<file path="config.mk">
export PLATFORM = sky130hd
export DESIGN_NAME = seed_stream_arbiter_flat
export DESIGN_NICKNAME = d
export VERILOG_FILES = /design/src/rtl/seed_stream_arbiter_if.sv /design/src/rtl/seed_stream_arbiter.sv /design/src/flat_wrapper.sv
export SDC_FILE = /design/constraint.sdc
export NUM_CORES = 1
export LEC_CHECK = 0
export CAP_MARGIN = 20
export CELL_PAD_IN_SITES_DETAIL_PLACEMENT = 2
export CELL_PAD_IN_SITES_GLOBAL_PLACEMENT = 2
export CORE_MARGIN = 5
export CORE_UTILIZATION = 31
export DETAILED_ROUTE_END_ITERATION = 10
export GPL_ROUTABILITY_DRIVEN = 0
export PLACE_DENSITY_LB_ADDON = 0.12
export SYNTH_ARGS = -nofsm -noshare
export SYNTH_HDL_FRONTEND = slang
export SYNTH_SLANG_ARGS = --single-unit
</file>
<file path="constraint.sdc">
create_clock -name clk -period 14.2 [get_ports clk]
set_input_delay 1.42 -clock clk [delete_from_list [all_inputs] [get_ports clk]]
set_output_delay 1.42 -clock clk [all_outputs]
set_load 0.005 [all_outputs]
</file>
<file path="src/rtl/seed_stream_arbiter_if.sv">
// Seed stream bus: per-requester request/grant plus the word stream handshake.
// The arbiter takes the master modport, the consumer side takes slave.
interface seed_stream_arbiter_if #(
  parameter int NREQ   = 2,
  parameter int WORD_W = 64
);
  logic [NREQ-1:0]   req;
  logic [NREQ-1:0]   gnt;
  logic [WORD_W-1:0] out_data;
  logic              out_valid;
  logic              out_ready;
  logic              out_last;
  logic              busy;

  modport master (
    input  req,
    input  out_ready,
    output gnt,
    output out_data,
    output out_valid,
    output out_last,
    output busy
  );

  modport slave (
    output req,
    output out_ready,
    input  gnt,
    input  out_data,
    input  out_valid,
    input  out_last,
    input  busy
  );
endinterface

</file>
<file path="src/rtl/seed_stream_arbiter.sv">
// Round-robin seed sharer: snapshots seed_in on grant, streams it MSB-first.
// Optional SEED_STREAM_USECOUNT_EN adds a saturating completed-transfer count.
module seed_stream_arbiter #(
  parameter int NREQ       = 2,
  parameter int SEED_BYTES = 32,
  parameter int WORD_W     = 64
) (
  input  logic                    clk,
  input  logic                    rst,
  input  logic [SEED_BYTES*8-1:0] seed_in,
`ifdef SEED_STREAM_USECOUNT_EN
  output logic [7:0]              use_count,
`endif
  seed_stream_arbiter_if.master   bus
);

  localparam int SW = SEED_BYTES * 8;
  localparam int NW = SW / WORD_W;
  localparam int CW = (NW > 1) ? $clog2(NW) : 1;
  localparam int IW = (NREQ > 1) ? $clog2(NREQ) : 1;

  typedef enum logic {
    IDLE,
    STREAM
  } state_t;

  state_t            state;
  logic [SW-1:0]     seed_q;
  logic [CW-1:0]     cnt;
  logic [CW-1:0]     nxt;
  logic [IW-1:0]     last_gnt;
  logic [IW-1:0]     pick;
  logic [IW-1:0]     cand;
  logic              any;
  logic              hs;
  logic [WORD_W-1:0] words [NW];

  for (genvar k = 0; k < NW; k++) begin : g_word
    assign words[k] = seed_q[SW-1-k*WORD_W -: WORD_W];
  end

  assign nxt = cnt + CW'(1);
  assign hs  = bus.out_valid & bus.out_ready;

  // Search upward from the requester after the last winner, wrapping.
  always_comb begin
    pick = '0;
    cand = '0;
    any  = 1'b0;
    for (int i = 1; i <= NREQ; i++) begin
      cand = IW'((int'(last_gnt) + i) % NREQ);
      if (!any && bus.req[cand]) begin
        any  = 1'b1;
        pick = cand;
      end
    end
  end

  always_ff @(posedge clk or posedge rst) begin
    if (rst) begin
      state         <= IDLE;
      seed_q        <= '0;
      cnt           <= '0;
      last_gnt      <= IW'(NREQ - 1);
      bus.gnt       <= '0;
      bus.out_data  <= '0;
      bus.out_valid <= 1'b0;
      bus.out_last  <= 1'b0;
      bus.busy      <= 1'b0;
`ifdef SEED_STREAM_USECOUNT_EN
      use_count     <= '0;
`endif
    end else begin
      unique case (state)
        IDLE: begin
          if (any) begin
            state         <= STREAM;
            seed_q        <= seed_in;
            cnt           <= '0;
            last_gnt      <= pick;
            bus.gnt       <= NREQ'(1) << pick;
            bus.out_data  <= seed_in[SW-1 -: WORD_W];
            bus.out_valid <= 1'b1;
            bus.out_last  <= (NW == 1);
            bus.busy      <= 1'b1;
          end
        end
        STREAM: begin
          if (hs) begin
            if (bus.out_last) begin
              state         <= IDLE;
              cnt           <= '0;
              bus.gnt       <= '0;
              bus.out_data  <= '0;
              bus.out_valid <= 1'b0;
              bus.out_last  <= 1'b0;
              bus.busy      <= 1'b0;
`ifdef SEED_STREAM_USECOUNT_EN
              if (use_count != 8'hFF)
                use_count <= use_count + 8'd1;
`endif
            end else begin
              cnt          <= nxt;
              bus.out_data <= words[nxt];
              bus.out_last <= (nxt == CW'(NW - 1));
            end
          end
        end
        default: state <= IDLE;
      endcase
    end
  end

endmodule

</file>
<file path="src/flat_wrapper.sv">
// flat-port wrapper written by rule: the top's interface ports become plain ports
module seed_stream_arbiter_flat 
#(
  parameter int NREQ       = 2,
  parameter int SEED_BYTES = 32,
  parameter int WORD_W     = 64
)
  (clk, rst, seed_in, bus_req, bus_out_ready, bus_gnt, bus_out_data, bus_out_valid, bus_out_last, bus_busy);
  seed_stream_arbiter_if #(.NREQ(NREQ), .WORD_W(WORD_W)) bus_i ();
  input  logic clk;
  input  logic rst;
  input  logic [SEED_BYTES*8-1:0] seed_in;
  input wire logic [$bits(bus_i.req)-1:0] bus_req;
  input wire logic [$bits(bus_i.out_ready)-1:0] bus_out_ready;
  output wire logic [$bits(bus_i.gnt)-1:0] bus_gnt;
  output wire logic [$bits(bus_i.out_data)-1:0] bus_out_data;
  output wire logic [$bits(bus_i.out_valid)-1:0] bus_out_valid;
  output wire logic [$bits(bus_i.out_last)-1:0] bus_out_last;
  output wire logic [$bits(bus_i.busy)-1:0] bus_busy;
  assign bus_i.req = bus_req;
  assign bus_i.out_ready = bus_out_ready;
  assign bus_gnt = bus_i.gnt;
  assign bus_out_data = bus_i.out_data;
  assign bus_out_valid = bus_i.out_valid;
  assign bus_out_last = bus_i.out_last;
  assign bus_busy = bus_i.busy;
  seed_stream_arbiter #(.NREQ(NREQ), .SEED_BYTES(SEED_BYTES), .WORD_W(WORD_W)) u_core (.clk(clk), .rst(rst), .seed_in(seed_in), .bus(bus_i));
endmodule
</file>
==> results.toml <==
[finish]
drive_gt1_share_pct = 8.04
final_nets = 1989
fill_cells = 4848
layout_common_cells = "nand2_1 (786), clkdlybuf4s50_1 (329), dfrtp_1 (326)"
areaGrowthSynthToFinish_pct = 35.7
instances_no_fill = 2355
layout_commonest_cell = "nand2_1"

[placed_design]
dp_hpwl_um = 31900
io_buffers = 329
place_inst = 2285

[worst_setup_path]
path_max_fanout = 78
cp-start-kind = "input pin"
startpoint = "bus_req[1]"
critPathArrivalTime_ns = 4.58
slowest_delay_ns = 0.77
endpoint_kind = "flip-flop"
path_buf_inv = 3
rrSetupSlack_ns = 10.70
ff2ff_path_depth = 5
crit_chain = "clkdlybuf4s50_1, o21ba_4, buf_4, buf_4, and2_1, a221o_1"
cp.depth = 6
r2r-start = "u_core.cnt[0]$_DFFE_PP0P_"
slowest_stage = "buf_4"
critPathTopFamily = "buffers and inverters"
cp.required_ns = 14.67
r2r-end = "u_core.bus.out_data[30]$_DFFE_PP0P_"
timing.critical_path.mode_cell = "buf_4"
worst-setup-path-type = "input pin to flip-flop"
crit_end = "u_core.bus.out_data[36]$_DFFE_PP0P_"

[detailed_routing]
wl_per_cell_um = 20.6
drt_iter0_markers = 699
vias_per_cell = 4.85
drcViolationCount = 0
routed_wl_um = 48600
ant_nets = 0
drtPass1Iterations = 4
vias = 11412

[logic_synthesis]
seq_area_frac_synth_pct = 58.6
yosysWarnings = 0
syn_inst = 1434
syn-cell-area_um2 = 14000
avgSynthCellArea_um2 = 9.77
synth_seq_cells = 328
syn_nets = 1696
ys_types = 28

[status]
outcome = "finished clean"

[clock_network]
holdBufCountCts = 0
cts_num_sinks = 328
cts_buffers = 39
insertion_delay_ns = 0.54
cts_resized = 0
cts_buffer_depth = 3
cts.htree.levels = 2
tritoncts = "yes"
clkTransAtPathRegs_ns = 0.05
post_cts_buffers = 0
root_buffer = "clkbuf_16"

[power_and_ir_drop]
p_leak_nw = 9.15
vdd_drop_max_v = 0.0000972
p_per_area_nw_per_um2 = 221
total_power_mw = 4.20

[timing]
max_freq_mhz = 243
tns_ns = 0
drv_slew = 0
finalSetupViolations = 0
fin_skew_ns = 0.0101
grt_setup_unrepaired = "no"
finalCritPeriodShare_pct = 28.9
hold_viol_final = 0
tightest_slew_ns = 1.00
final.min_clock_period_ns = 4.11
max-slew-margin-rel_pct = 33.3

[die]
die_area_um2 = 49600
die_h_um = 223
ioPinCount = 330
initial_utilization_pct = 31.1
die_w_um = 223
row_count = 78
coreArea_um2 = 45100

[global_routing]
grt_pass1_vias = 13199
track_usage_pct = 19.5
grt_antenna_before_repair = 7
grt_overflow = 0
grt_pass1_wl_um = 76800
grt_max_degree = 150

[job]
max_cap_violations = 0

[worst_hold_path]
min_from = "u_core.seed_q[183]$_DFFE_PP0P_"
hp-class = "flip-flop to flip-flop"
-- registers in the layout (all words and copies together) (netlist names) --
signal and flops:
u_core.bus.out_last 1, u_core.seed_q 256, u_core.cnt 2, u_core.last_gnt 1, u_core.bus.out_data 64, u_core.bus.out_valid 1
u_core.state 1, u_core.bus.gnt 2
-- cells by family after synthesis --
| kind of cell | synth area share (%) |
|---|---|
| AND/OR/NAND/NOR | 25.7 |
| AO/OA/AOI/OAI | 2.08 |
| adder cells (fa/ha/maj) | 0.0893 |
| buffers and inverters | 3.29 |
| flip-flops | 58.6 |
| multiplexers | 10.3 |
-- how the worst min path moves through the flow --
stage                                endpoint  cells after the start
2_1_floorplan  u_core.seed_q[100]$_DFFE_PP0P_                      2
3_3_place_gp   u_core.seed_q[209]$_DFFE_PP0P_                      2
3_5_place_dp   u_core.seed_q[108]$_DFFE_PP0P_                      2
4_1_cts         u_core.seed_q[55]$_DFFE_PP0P_                      2
5_1_grt        u_core.seed_q[176]$_DFFE_PP0P_                      2
6_report       u_core.seed_q[183]$_DFFE_PP0P_                      2
-- cells in the mapped netlist --
master | count | share of area, %
nand2_1 | 786 | 21
dfrtp_1 | 327 | 58
nand3_1 | 106 | 3.8
mux4_2 | 64 | 10
buf_2 | 45 | 1.6
clkbuf_1 | 25 | 0.67
a21o_1 | 12 | 0.64
a221o_1 | 12 | 0.86
and2_1 | 12 | 0.54
buf_1 | 11 | 0.29
buf_4 | 6 | 0.32
inv_1 | 6 | 0.16
buf_6 | 3 | 0.24
o21ai_0 | 3 | 0.11
a21oi_1 | 2 | 0.071
o2bb2ai_1 | 2 | 0.13
a22o_1 | 1 | 0.063
a31oi_1 | 1 | 0.045
and2_4 | 1 | 0.063
and3_1 | 1 | 0.045
and4b_1 | 1 | 0.071
dfstp_2 | 1 | 0.19
ha_1 | 1 | 0.089
nand3_2 | 1 | 0.071
nor2b_1 | 1 | 0.045
o21ba_2 | 1 | 0.071
o21bai_1 | 1 | 0.054
o22ai_1 | 1 | 0.045
-- layer usage --
| layer | vias to the layer above | track usage (%) | part of all wire, % | wire length, um |
|---|---|---|---|---|
| met5 | - | 0 | 0.15 | 75 |
| met4 | 12 | 4.35 | 1.6 | 775 |
| met3 | 63 | 4.86 | 5.3 | 2550 |
| met2 | 220 | 33.5 | 50 | 24500 |
| met1 | 5903 | 25.2 | 43 | 20700 |
| li1 | 5214 | - | - | - |
-- worst min-delay path, delay by kind of cell (launching register included) --
family,cells,cell delay [ns]
flops,1,0.34
simple gates,2,0.10
-- power by group --
part	internal, mW	total [mW]	leakage, nW	switching [mW]
sequential	1.38	1.66	4.07	0.280
combinational	0.801	1.57	4.49	0.769
clock	0.565	0.966	0.595	0.401
total	2.75	4.20	9.15	1.45
-- layout make-up --
| class | count | area, um2 | area share (%) |
|---|---|---|---|
| inverters | 6 | 30.0 | 0.158 |
| repair buffers | 342 | 3420 | 18.0 |
| diodes | 1 | 2.50 | 0.0132 |
| clock buffers | 61 | 1170 | 6.16 |
| clock inverters | 7 | 37.5 | 0.197 |
| multi-input cells | 1010 | 5380 | 28.3 |
| well taps | 600 | 751 | 3.95 |
| flip-flops and latches | 328 | 8210 | 43.2 |
-- per-stage QoR --
step | hold WS, ns | util [%] | worst slack, ns | area, um2
2_1_floorplan | 0.440 | - | 3.70 | 14000
6_report | 0.470 | 42.2 | 10.09 | 19000
3_3_place_gp | 0.452 | 39.4 | 9.56 | 17800
5_1_grt | 0.491 | 42.2 | 9.81 | 19000
3_5_place_dp | 0.462 | 39.4 | 9.50 | 17800
4_1_cts | 0.477 | 42.1 | 10.08 | 19000
(Power assumes the default switching activity.)
